### src/rtl/spi_regmap_pkg.sv
// Shared types and constants for the SPI register-map slave.
package spi_regmap_pkg;

    typedef enum logic [1:0] {
        ST_IDLE = 2'd0,
        ST_INST = 2'd1,
        ST_ADDR = 2'd2,
        ST_DATA = 2'd3
    } state_e;

    localparam logic INST_READ  = 1'b1;
    localparam logic INST_WRITE = 1'b0;

    // Index width that never collapses to zero bits.
    function automatic int unsigned clog2_min1(input int unsigned n);
        return (n <= 2) ? 1 : $clog2(n);
    endfunction

endpackage

### src/rtl/spi_sync_edge.sv
// Two-flop synchronisers for the SPI pins plus sck/cs_n edge detection in clk.
module spi_sync_edge (
    input  logic clk,
    input  logic rst,
    input  logic sck,
    input  logic sdi,
    input  logic cs_n,
    output logic sdi_s,
    output logic cs_n_s,
    output logic sck_rise_c,
    output logic sck_fall_c,
    output logic cs_fall_c
);

    logic [2:0] sck_q, sck_d;
    logic [1:0] sdi_q, sdi_d;
    logic [2:0] cs_q, cs_d;

    always_comb begin
        sck_d = {sck_q[1:0], sck};
        sdi_d = {sdi_q[0], sdi};
        cs_d  = {cs_q[1:0], cs_n};
    end

    // cs chain resets to "selected" so a cs_n already low at release is not seen as a fall.
    always_ff @(posedge clk or posedge rst) begin
        if (rst) begin
            sck_q <= '0;
            sdi_q <= '0;
            cs_q  <= '0;
        end else begin
            sck_q <= sck_d;
            sdi_q <= sdi_d;
            cs_q  <= cs_d;
        end
    end

    assign sdi_s      = sdi_q[1];
    assign cs_n_s     = cs_q[1];
    assign sck_rise_c = sck_q[1] & ~sck_q[2];
    assign sck_fall_c = ~sck_q[1] & sck_q[2];
    assign cs_fall_c  = ~cs_q[1] & cs_q[2];

endmodule

### src/rtl/spi_regmap_burst.sv
// SPI mode-0 slave exposing config (R/W) and status (RO) registers.
// Define SPI_REGMAP_BURST_EN to keep streaming words with auto-increment while cs_n stays low.
module spi_regmap_burst #(
    parameter int unsigned ADDR_WIDTH = 7,
    parameter int unsigned DATA_WIDTH = 8,
    parameter int unsigned NUM_CFG    = 96,
    parameter int unsigned NUM_STAT   = 32
) (
    input  logic                           clk,
    input  logic                           rst,
    input  logic                           sck,
    input  logic                           sdi,
    input  logic                           cs_n,
    output logic                           sdo,
    output logic                           sdo_oe,
    output logic [NUM_CFG*DATA_WIDTH-1:0]  cfg_o,
    input  logic [NUM_STAT*DATA_WIDTH-1:0] stat_i,
    output logic                           wr_stb,
    output logic [ADDR_WIDTH-1:0]          wr_addr
);

    import spi_regmap_pkg::*;

    localparam int unsigned NUM_REGS = NUM_CFG + NUM_STAT;
    localparam int unsigned CNT_W    = clog2_min1((ADDR_WIDTH > DATA_WIDTH) ? ADDR_WIDTH : DATA_WIDTH);
    localparam int unsigned CFG_IW   = clog2_min1(NUM_CFG);
    localparam int unsigned STAT_IW  = clog2_min1(NUM_STAT);

    logic sdi_s, cs_n_s, sck_rise_c, sck_fall_c, cs_fall_c;

    spi_sync_edge u_sync (
        .clk        (clk),
        .rst        (rst),
        .sck        (sck),
        .sdi        (sdi),
        .cs_n       (cs_n),
        .sdi_s      (sdi_s),
        .cs_n_s     (cs_n_s),
        .sck_rise_c (sck_rise_c),
        .sck_fall_c (sck_fall_c),
        .cs_fall_c  (cs_fall_c)
    );

    state_e                  state_q, state_d;
    logic [CNT_W-1:0]        cnt_q, cnt_d;
    logic                    inst_q, inst_d;
    logic [ADDR_WIDTH-1:0]   addr_q, addr_d;
    logic [DATA_WIDTH-1:0]   rx_q, rx_d;
    logic [DATA_WIDTH-1:0]   tx_q, tx_d;
    logic                    done_q, done_d;
    logic                    sdo_q, sdo_d;
    logic                    sdo_oe_q, sdo_oe_d;
    logic                    wr_stb_q, wr_stb_d;
    logic [ADDR_WIDTH-1:0]   wr_addr_q, wr_addr_d;
    logic [DATA_WIDTH-1:0]   cfg_q [NUM_CFG];
    logic [DATA_WIDTH-1:0]   cfg_d [NUM_CFG];

    logic [ADDR_WIDTH-1:0]   addr_shift_c, addr_next_c, rd_addr_c;
    logic [DATA_WIDTH-1:0]   rd_word_c, rx_shift_c;

    // Read address is either the just-completed address or the next burst address.
    always_comb begin
        addr_shift_c = ADDR_WIDTH'({addr_q, sdi_s});
        addr_next_c  = (32'(addr_q) == NUM_REGS - 1) ? '0 : addr_q + ADDR_WIDTH'(1);
        rd_addr_c    = (state_q == ST_ADDR) ? addr_shift_c : addr_next_c;
        rx_shift_c   = DATA_WIDTH'({rx_q, sdi_s});
    end

    // Register lookup; status is sampled only at the moment this word is latched.
    always_comb begin
        rd_word_c = '0;
        if (32'(rd_addr_c) < NUM_CFG) begin
            rd_word_c = cfg_q[CFG_IW'(rd_addr_c)];
        end else if (32'(rd_addr_c) < NUM_REGS) begin
            rd_word_c = stat_i[STAT_IW'(32'(rd_addr_c) - NUM_CFG) * DATA_WIDTH +: DATA_WIDTH];
        end
    end

    always_comb begin
        state_d   = state_q;
        cnt_d     = cnt_q;
        inst_d    = inst_q;
        addr_d    = addr_q;
        rx_d      = rx_q;
        tx_d      = tx_q;
        done_d    = done_q;
        sdo_d     = sdo_q;
        sdo_oe_d  = ~cs_n_s & ((state_q != ST_IDLE) | cs_fall_c);
        wr_stb_d  = 1'b0;
        wr_addr_d = wr_addr_q;
        cfg_d     = cfg_q;

        if (cs_n_s) begin
            state_d = ST_IDLE;
            cnt_d   = '0;
            rx_d    = '0;
            done_d  = 1'b0;
            sdo_d   = 1'b0;
        end else begin
            case (state_q)
                ST_IDLE: begin
                    if (cs_fall_c) begin
                        state_d = ST_INST;
                        cnt_d   = '0;
                        done_d  = 1'b0;
                        sdo_d   = 1'b0;
                    end
                end
                ST_INST: begin
                    if (sck_rise_c) begin
                        inst_d  = sdi_s;
                        cnt_d   = '0;
                        state_d = ST_ADDR;
                    end
                end
                ST_ADDR: begin
                    if (sck_rise_c) begin
                        addr_d = addr_shift_c;
                        if (cnt_q == CNT_W'(ADDR_WIDTH - 1)) begin
                            state_d = ST_DATA;
                            cnt_d   = '0;
                            if (inst_q == INST_READ) begin
                                tx_d  = rd_word_c;
                                sdo_d = rd_word_c[DATA_WIDTH-1];
                            end
                        end else begin
                            cnt_d = cnt_q + CNT_W'(1);
                        end
                    end
                end
                ST_DATA: begin
                    if (!done_q) begin
                        if (sck_rise_c) begin
                            rx_d = rx_shift_c;
                            if (cnt_q == CNT_W'(DATA_WIDTH - 1)) begin
                                cnt_d = '0;
                                if (inst_q == INST_WRITE && 32'(addr_q) < NUM_CFG) begin
                                    cfg_d[CFG_IW'(addr_q)] = rx_shift_c;
                                    wr_stb_d  = 1'b1;
                                    wr_addr_d = addr_q;
                                end
`ifdef SPI_REGMAP_BURST_EN
                                addr_d = addr_next_c;
                                if (inst_q == INST_READ) begin
                                    tx_d  = rd_word_c;
                                    sdo_d = rd_word_c[DATA_WIDTH-1];
                                end
`else
                                done_d = 1'b1;
                                sdo_d  = 1'b0;
`endif
                            end else begin
                                cnt_d = cnt_q + CNT_W'(1);
                            end
                        // The fall right after a word boundary keeps the freshly loaded MSB.
                        end else if (sck_fall_c && inst_q == INST_READ && cnt_q != '0) begin
                            tx_d  = DATA_WIDTH'({tx_q, 1'b0});
                            sdo_d = tx_d[DATA_WIDTH-1];
                        end
                    end
                end
                default: state_d = ST_IDLE;
            endcase
        end
    end

    always_ff @(posedge clk or posedge rst) begin
        if (rst) begin
            state_q   <= ST_IDLE;
            cnt_q     <= '0;
            inst_q    <= 1'b0;
            addr_q    <= '0;
            rx_q      <= '0;
            tx_q      <= '0;
            done_q    <= 1'b0;
            sdo_q     <= 1'b0;
            sdo_oe_q  <= 1'b0;
            wr_stb_q  <= 1'b0;
            wr_addr_q <= '0;
            cfg_q     <= '{default: '0};
        end else begin
            state_q   <= state_d;
            cnt_q     <= cnt_d;
            inst_q    <= inst_d;
            addr_q    <= addr_d;
            rx_q      <= rx_d;
            tx_q      <= tx_d;
            done_q    <= done_d;
            sdo_q     <= sdo_d;
            sdo_oe_q  <= sdo_oe_d;
            wr_stb_q  <= wr_stb_d;
            wr_addr_q <= wr_addr_d;
            cfg_q     <= cfg_d;
        end
    end

    assign sdo     = sdo_q;
    assign sdo_oe  = sdo_oe_q;
    assign wr_stb  = wr_stb_q;
    assign wr_addr = wr_addr_q;

    for (genvar n = 0; n < NUM_CFG; n++) begin : g_cfg
        assign cfg_o[n*DATA_WIDTH +: DATA_WIDTH] = cfg_q[n];
    end

endmodule

### config.mk
export PLATFORM = sky130hd
export DESIGN_NAME = spi_regmap_burst
export DESIGN_NICKNAME = d
export VERILOG_FILES = /design/src/rtl/spi_regmap_pkg.sv /design/src/rtl/spi_sync_edge.sv /design/src/rtl/spi_regmap_burst.sv
export SDC_FILE = /design/constraint.sdc
export NUM_CORES = 2
export LEC_CHECK = 0
export ABC_CLOCK_PERIOD_IN_PS = 26600
export BUFFER_PORTS_ARGS = -buffer_cell sky130_fd_sc_hd__buf_4
export CORE_AREA = 2 2 399 401
export CTS_CLUSTER_DIAMETER = 100
export DETAILED_ROUTE_END_ITERATION = 6
export DIE_AREA = 0 0 401 403
export SLEW_MARGIN = 20
export SYNTH_ARGS = -nofsm -noshare
export SYNTH_HDL_FRONTEND = slang
export SYNTH_HIERARCHICAL = 1
export SYNTH_SLANG_ARGS = --single-unit
export TNS_END_PERCENT = 20
### constraint.sdc
create_clock -name clk -period 26.6 [get_ports clk]
set_clock_uncertainty 0.2 [all_clocks]
set_input_delay 1.33 -clock clk [delete_from_list [all_inputs] [get_ports clk]]
set_output_delay 1.33 -clock clk [all_outputs]
set_load 0.005 [all_outputs]
Word level (Yosys, flattened, before mapping). Cells that the tools add are included.

$add $sub $neg: 3. Multiply operators: 0. Divide/modulo/power cells: 0. Order comparisons: 5. Eq/ne operators: 22. Shifts and indexed selects: 1. Muxes and demuxes: 56. Bitwise operators: 12. Reduce and logical (&&, ||, !) cells: 22.

Operators by type and width (number): 768-bit bitwise mux (1); 256-bit by 9-bit variable part select with 8-bit output (1); 7-bit 2-to-1 mux (12); 8-bit binary-select mux with 7-bit select (1); 8-bit demux with 7-bit select (1); 8-bit 2-to-1 mux (4); 3-bit 2-to-1 mux (8); 1-bit 2-to-1 mux (19); 3-bit by 2-bit != test with 1-bit output (second input constant) (6); 8-bit >= comparator (second input constant) (2); 7-bit NOT with 8-bit output (2); 8-bit AND reduction (2); 7-bit less-than comparator (second input constant) (2); 7-bit case mux with 2 select lines (1); 3-bit case mux with 4 select lines (1); 2-bit 2-to-1 mux (5); 2-bit != test (second input constant) (5); 5-bit AND reduction (2); 3-bit AND reduction (3); 8-bit by 1-bit less-than comparator with 1-bit output (second input constant) (1); 4-bit by 3-bit != test with 1-bit output (second input constant) (2); 2-bit nonzero test (4); 4-bit nonzero test (2); 7-bit by 1-bit adder with 7-bit output (second input constant) (1); other kinds (19) (33).

Flip-flop bits (word level): 814. Latch bits: 0. RAM bits: 0. ROM bits: 0. Bits of input ports: 261. Output and inout bits: 778. Logic and storage cells: 231. Memories kept: 0.

Longest topological paths before layout.
Word-level depth: 13. Gate-level depth with buffers: 16. Mapped depth without buffers: 10.

By module. The synthesis kept the hierarchy.

By module, submodules not included: spi_regmap_burst (times used 1, cells an instance 3663, area each 40498.8 sq um); spi_sync_edge (times used 1, cells an instance 12, area each 225.2 sq um).

Worst setup path before layout. No wires, ideal clock.

Kind: reg-to-reg. From: register state_q[0]. To: register tx_q[0]. Library setup time: 0.130 ns. Arrival: 2.620 ns. Setup slack: 23.650 ns. Cell stages (with the launch flop): 15. Buffers on the path: 5. Path through: dfrtp_1 inv_1 ha_1 buf_4 buf_4 mux2_2 o21ai_2 buf_4 buf_4 buf_2 nand3_1 o2bb2ai_1 a211o_1 a41oi_1 o31ai_1.

Word-level cells in the longest chain between the ends: 11. Elaborated cells between the ends (all ways): 23. Those cells by class: 1 x add/sub; 1 x order compare; 8 x eq/ne; 1 x shift; 9 x mux; 1 x bitwise; 2 x reduce/logical.

RTL lines: start, declared (line spi_regmap_burst.sv:44) `state_e state_q, state_d;`; start signal, assigned (line spi_regmap_burst.sv:182) `state_q <= state_d;`; parallel branches: the longest is 11 deep, another holds 5-bit by 1-bit subtractor with 5-bit output; end signal, assigned (line spi_regmap_burst.sv:187) `tx_q <= tx_d;`; end, declared (line spi_regmap_burst.sv:49) `logic [DATA_WIDTH-1:0] tx_q, tx_d;`.

Parallel ways; which one is timed is not known. The select of a mux whose other input is x is not followed. A chain may end at the register's enable or synchronous reset.

Worst setup path in the final report.
From: register state_q[0]. To: register sdo_q, in the netlist sdo.

Word-level cells in the longest chain between the ends: 12. Elaborated cells between the ends (all ways): 26. Those cells by class: 1 x add/sub; 1 x order compare; 9 x eq/ne; 1 x shift; 10 x mux; 1 x bitwise; 3 x reduce/logical.

RTL lines: parallel branches: the longest is 12 deep, another holds 5-bit by 1-bit subtractor with 5-bit output; end signal, assigned (line spi_regmap_burst.sv:189) `sdo_q <= sdo_d;`; end, declared (line spi_regmap_burst.sv:51) `logic sdo_q, sdo_d;`.

Parallel ways; which one is timed is not known. The select of a mux whose other input is x is not followed.

==> metrics.md <==
| Metric | Value |
|---|---|
| Count of buffer and inverter cells on the critical path | `4` |
| Core area | `about 160000 µm²` |
| Vias after detailed routing | `36.3k` |
| Total of cells resized after clock tree synthesis | `0` |
| Full die area | `roughly 160000 µm²` |
| Clock buffers created by TritonCTS | `99` |
| Count of placed standard cells in the final layout, fillers left out | `6777` |
| Final Cycle Share | `between 20% and 30%` |
| Vias in the first global route | `between 30k and 40k` |
| Reg2reg start | `state_q[0]` |
| Count of final max-slew check failures | `0` |
| Commonest cells in the netlist | `sky130_fd_sc_hd__dfrtp_1 (814), sky130_fd_sc_hd__mux2_2 (782), sky130_fd_sc_hd__nand2_1 (687), sky130_fd_sc_hd__nand3_1 (166)` |
| Library cell occupying the most area in the post-synthesis netlist | `sky130_fd_sc_hd__dfrtp_1` |
| Syn_area_per_cell | `roughly 11 µm²` |
| Drt first-iter violations | `between 3k and 4k` |
| Pin count of the biggest net entering global routing | `163` |
| Sequential fraction of the synthesis area | `between 50% and 60%` |
| Summed area of non-filler cells in the final layout | `around 54000 µm²` |
| Required time at the worst-slack endpoint | `around 27 ns` |
| Gate family responsible for the most delay along the worst path | `compound AO/OA/AOI/OAI gates` |
| Initial antenna violation count | `25` |
| Starting density of the core | `25.9%` |
| Hold Crit Start | `u_sync/sck_q[0]` |
| Post-detailed-placement half-perimeter wirelength | `177 mm` |
| Post-synth top area share | `50.0%` |
| Number of nets in the layout | `4878` |
| Total setup violations reported at the end of the flow | `0` |
| Routed Wire Length | `~240 mm` |
| Remaining global-route overflow | `0` |
| Worst setup path start | `state_q[0]` |
| Placer Congestion | `roughly 0.94` |
| DR DRC count | `2` |
| CP max FO | `65` |
| Capture point of the critical path | `sdo` |
| Count of H-tree levels built during CTS | `3` |
| Status | `finished, violations left` |
| Proportion of synthesized flip-flops having asynchronous set or reset | `between 90% and 100%` |
| Number of different library cells in the post-synthesis netlist | `80` |
| Cell count after placement | `about 6.6k` |
| Clock root cell | `sky130_fd_sc_hd__clkbuf_16` |
| Clk Latency, worst-skew pair | `approximately 0.73 ns` |
| Post-DRT Antenna Nets | `0` |
| Setup total negative slack | `0 ns` |
| Leakage power summed over all cells | `26.4 nW` |
| Logic depth of the worst path, buffers included | `13` |
| # Max-Cap Violations | `0` |
| Maximum root-to-sink buffer count | `3` |
| Share of layout cells above drive strength 1 | `a little under half` |
| Number of core rows | `146` |
| Worst-case vdd ir drop | `0.000154 V` |
| Synth area leaders | `sky130_fd_sc_hd__dfrtp_1 (50%), sky130_fd_sc_hd__mux2_2 (22%), sky130_fd_sc_hd__nand2_1 (6.3%), sky130_fd_sc_hd__mux2i_1 (3.5%), sky130_fd_sc_hd__nand3_1 (2.0%)` |
| GRT Util Overall | `28.2%` |
| Instance area at placement | `between 50000 and 60000 µm²` |
| Synthesized cell area | `roughly 41000 µm²` |
| Clock transition at the registers of the reported paths | `~0.06 ns` |
| Worst setup margin | `just over 20 ns` |
| Overall die width | `401 µm` |
| Worst Hold Margin | `approximately 0.17 ns` |
| Setup crit end kind | `flip-flop` |
| Area growth, synth to finish | `32.9%` |
| Post-Syn Instances | `3675` |
| Unrepaired setup endpoints after global routing | `no` |
| Arrival time of the worst setup path | `6.66 ns` |
| Wire length per cell after detailed routing | `about 35 µm` |
| IO Port Bufs | `approximately 1.0k` |
| Number of flops mapped to enable cells by yosys | `0` |
| R2R Setup Slk | `~20 ns` |
| Warning count from the yosys run | `6` |
| Worst path slowest cell | `sky130_fd_sc_hd__a211oi_4` |
| Post-Syn Nets | `3945` |
| Commonest register cell after synthesis | `sky130_fd_sc_hd__dfrtp_1` |
| Type of the worst min-delay path | `flip-flop to flip-flop` |
| Clock tree from TritonCTS | `yes` |
| Total power | `between 4 and 5 mW` |
| Number of failing hold endpoints at the final stage | `0` |
| Tightest Pin Transition | `0.979 ns` |
| Top achievable clock speed | `roughly 160 MHz` |
| Final Critical Period | `roughly 6.2 ns` |
| Biggest cell delay along the critical path | `0.80 ns` |
| Mean number of vias per cell | `roughly 5.4` |
| Power Density | `~82 nW/µm²` |
| Number of hold buffers added after CTS | `0` |
| Violations in the final reports | `DRC` |
| Overall die height | `between 400 and 500 µm` |
| Cells along the critical path | `inv_1, ha_1, buf_4, and3b_1, a211oi_4, buf_4, buf_4, mux2i_1, a32oi_1, a21boi_0, nor4_1, o31ai_1, o311ai_1` |
| Global-route wire length before repair | `~320 mm` |
| # Post-CTS Setup Buffers | `0` |
| Synthesis-stage register bit count | `approximately 810` |
| Cell occurring most often along the worst timing path | `sky130_fd_sc_hd__buf_4` |
| Post-Route Utilization | `between 30 and 40%` |
| I/O pin total | `1039` |
| Depth of the worst register-to-register path | `13` |
| Critical path class | `flip-flop to flip-flop` |
| Worst slew margin relative to its limit | `between 30% and 40%` |
| Reg-to-Reg End | `sdo` |
| Dominant cell by count in the synthesized netlist | `sky130_fd_sc_hd__dfrtp_1` |
| Place WS | `just over 20 ns` |
| Number of optimization iterations in the first detailed-route pass | `7` |
| Kind of start point of the critical path | `flip-flop` |
| Clock Sinks | `around 810` |
==> sequential cells by signal (all words and copies together), names as in the netlist, 3 cells and up <==
name,count
cfg_o,768
cnt_q,3
addr_q,7
tx_q,7
wr_addr,7
u_sync/cs_q,3
rx_q,7
u_sync/sck_q,3
==> power by group <==
| part | total (mW) | internal (mW) | switching, mW |
|---|---|---|---|
| registers | 1.27 | 1.25 | 0.0176 |
| logic | 1.71 | 0.390 | 1.32 |
| clock network | 1.47 | 0.873 | 0.598 |
==> worst register-to-register path, stage by stage, from the launching register on <==
cell and delay [ns]:
sky130_fd_sc_hd__dfrtp_1 0.43, sky130_fd_sc_hd__inv_1 0.13, sky130_fd_sc_hd__ha_1 0.17, sky130_fd_sc_hd__buf_4 0.32, sky130_fd_sc_hd__and3b_1 0.30, sky130_fd_sc_hd__a211oi_4 0.80
sky130_fd_sc_hd__buf_4 0.80, sky130_fd_sc_hd__buf_4 0.77, sky130_fd_sc_hd__mux2i_1 0.17, sky130_fd_sc_hd__a32oi_1 0.47, sky130_fd_sc_hd__a21boi_0 0.35, sky130_fd_sc_hd__nor4_1 0.59
sky130_fd_sc_hd__o31ai_1 0.33, sky130_fd_sc_hd__o311ai_1 0.33
==> cell families (layout without fill, tap and decap cells) <==
logic type               after synthesis  count (layout)  synth area share, %
buffers and inverters                299            1315                 3.51
flip-flops                           814             814                 50.0
multiplexers                         930             930                 25.5
AND/OR/NAND/NOR                     1154            1154                 12.7
AO/OA/AOI/OAI                        468             468                 7.95
other                                  0              14                    0
XOR/XNOR                               1               1               0.0215
adder cells (fa/ha/maj)                9               9                0.277
==> worst min path at each step <==
stage                            to  slack, ns  cells after the start
floorplan            u_sync/cs_q[1]       0.13                      0
finish              u_sync/sck_q[1]       0.17                      0
global route         u_sync/cs_q[1]       0.17                      0
global placement     u_sync/cs_q[1]       0.15                      0
CTS                 u_sync/sck_q[1]       0.16                      0
detailed placement  u_sync/sdi_q[1]       0.13                      0
==> per-layer routing <==
layer / wire [µm] / vias up / global-route usage (%)
li1: - / 15137 / -
met1: 94200 / 18876 / 35.2
met2: 111000 / 1907 / 45.8
met3: 20800 / 403 / 7.87
met4: 10300 / 12 / 11.4
met5: 87 / - / 0
==> cell type report <==
class                      instances  area, µm²
fill                           15990     103000
clock inverter                    50        638
sequential                       814      20400
inverter                          16       67.6
clock buffer                     134       2890
tap                             2072       2590
timing repair buffer            1115       8440
antenna                           14       35.0
multi-input combinational       2562      19100
==> placed cells by master (no fill, tap or decap), types with 11 or more instances in the layout <==
| cell type | n |
|---|---|
| sky130_fd_sc_hd__a22oi_1 | 20 |
| sky130_fd_sc_hd__nor2_2 | 81 |
| sky130_fd_sc_hd__diode_2 | 14 |
| sky130_fd_sc_hd__nand3_1 | 165 |
| sky130_fd_sc_hd__nand2b_1 | 12 |
| sky130_fd_sc_hd__o21ai_0 | 34 |
| sky130_fd_sc_hd__clkbuf_16 | 101 |
| sky130_fd_sc_hd__a32oi_1 | 48 |
| sky130_fd_sc_hd__a21oi_1 | 138 |
| sky130_fd_sc_hd__nor2_1 | 52 |
| sky130_fd_sc_hd__and3_1 | 21 |
| sky130_fd_sc_hd__a311oi_1 | 21 |
| sky130_fd_sc_hd__buf_4 | 1109 |
| sky130_fd_sc_hd__inv_1 | 15 |
| sky130_fd_sc_hd__a211oi_1 | 21 |
| sky130_fd_sc_hd__mux2_2 | 782 |
| sky130_fd_sc_hd__nand2_1 | 686 |
| sky130_fd_sc_hd__bufinv_16 | 11 |
| sky130_fd_sc_hd__nand4_1 | 40 |
| sky130_fd_sc_hd__nor4_1 | 15 |
| sky130_fd_sc_hd__o2111a_1 | 11 |
| sky130_fd_sc_hd__clkinv_2 | 20 |
| sky130_fd_sc_hd__clkbuf_8 | 24 |
| sky130_fd_sc_hd__o22ai_1 | 39 |
| sky130_fd_sc_hd__nor3_1 | 22 |
| sky130_fd_sc_hd__dfrtp_1 | 806 |
| sky130_fd_sc_hd__mux2i_1 | 141 |
| sky130_fd_sc_hd__a31oi_1 | 35 |
| sky130_fd_sc_hd__o221ai_1 | 18 |
Note: power is estimated with default switching activity, not from simulation.
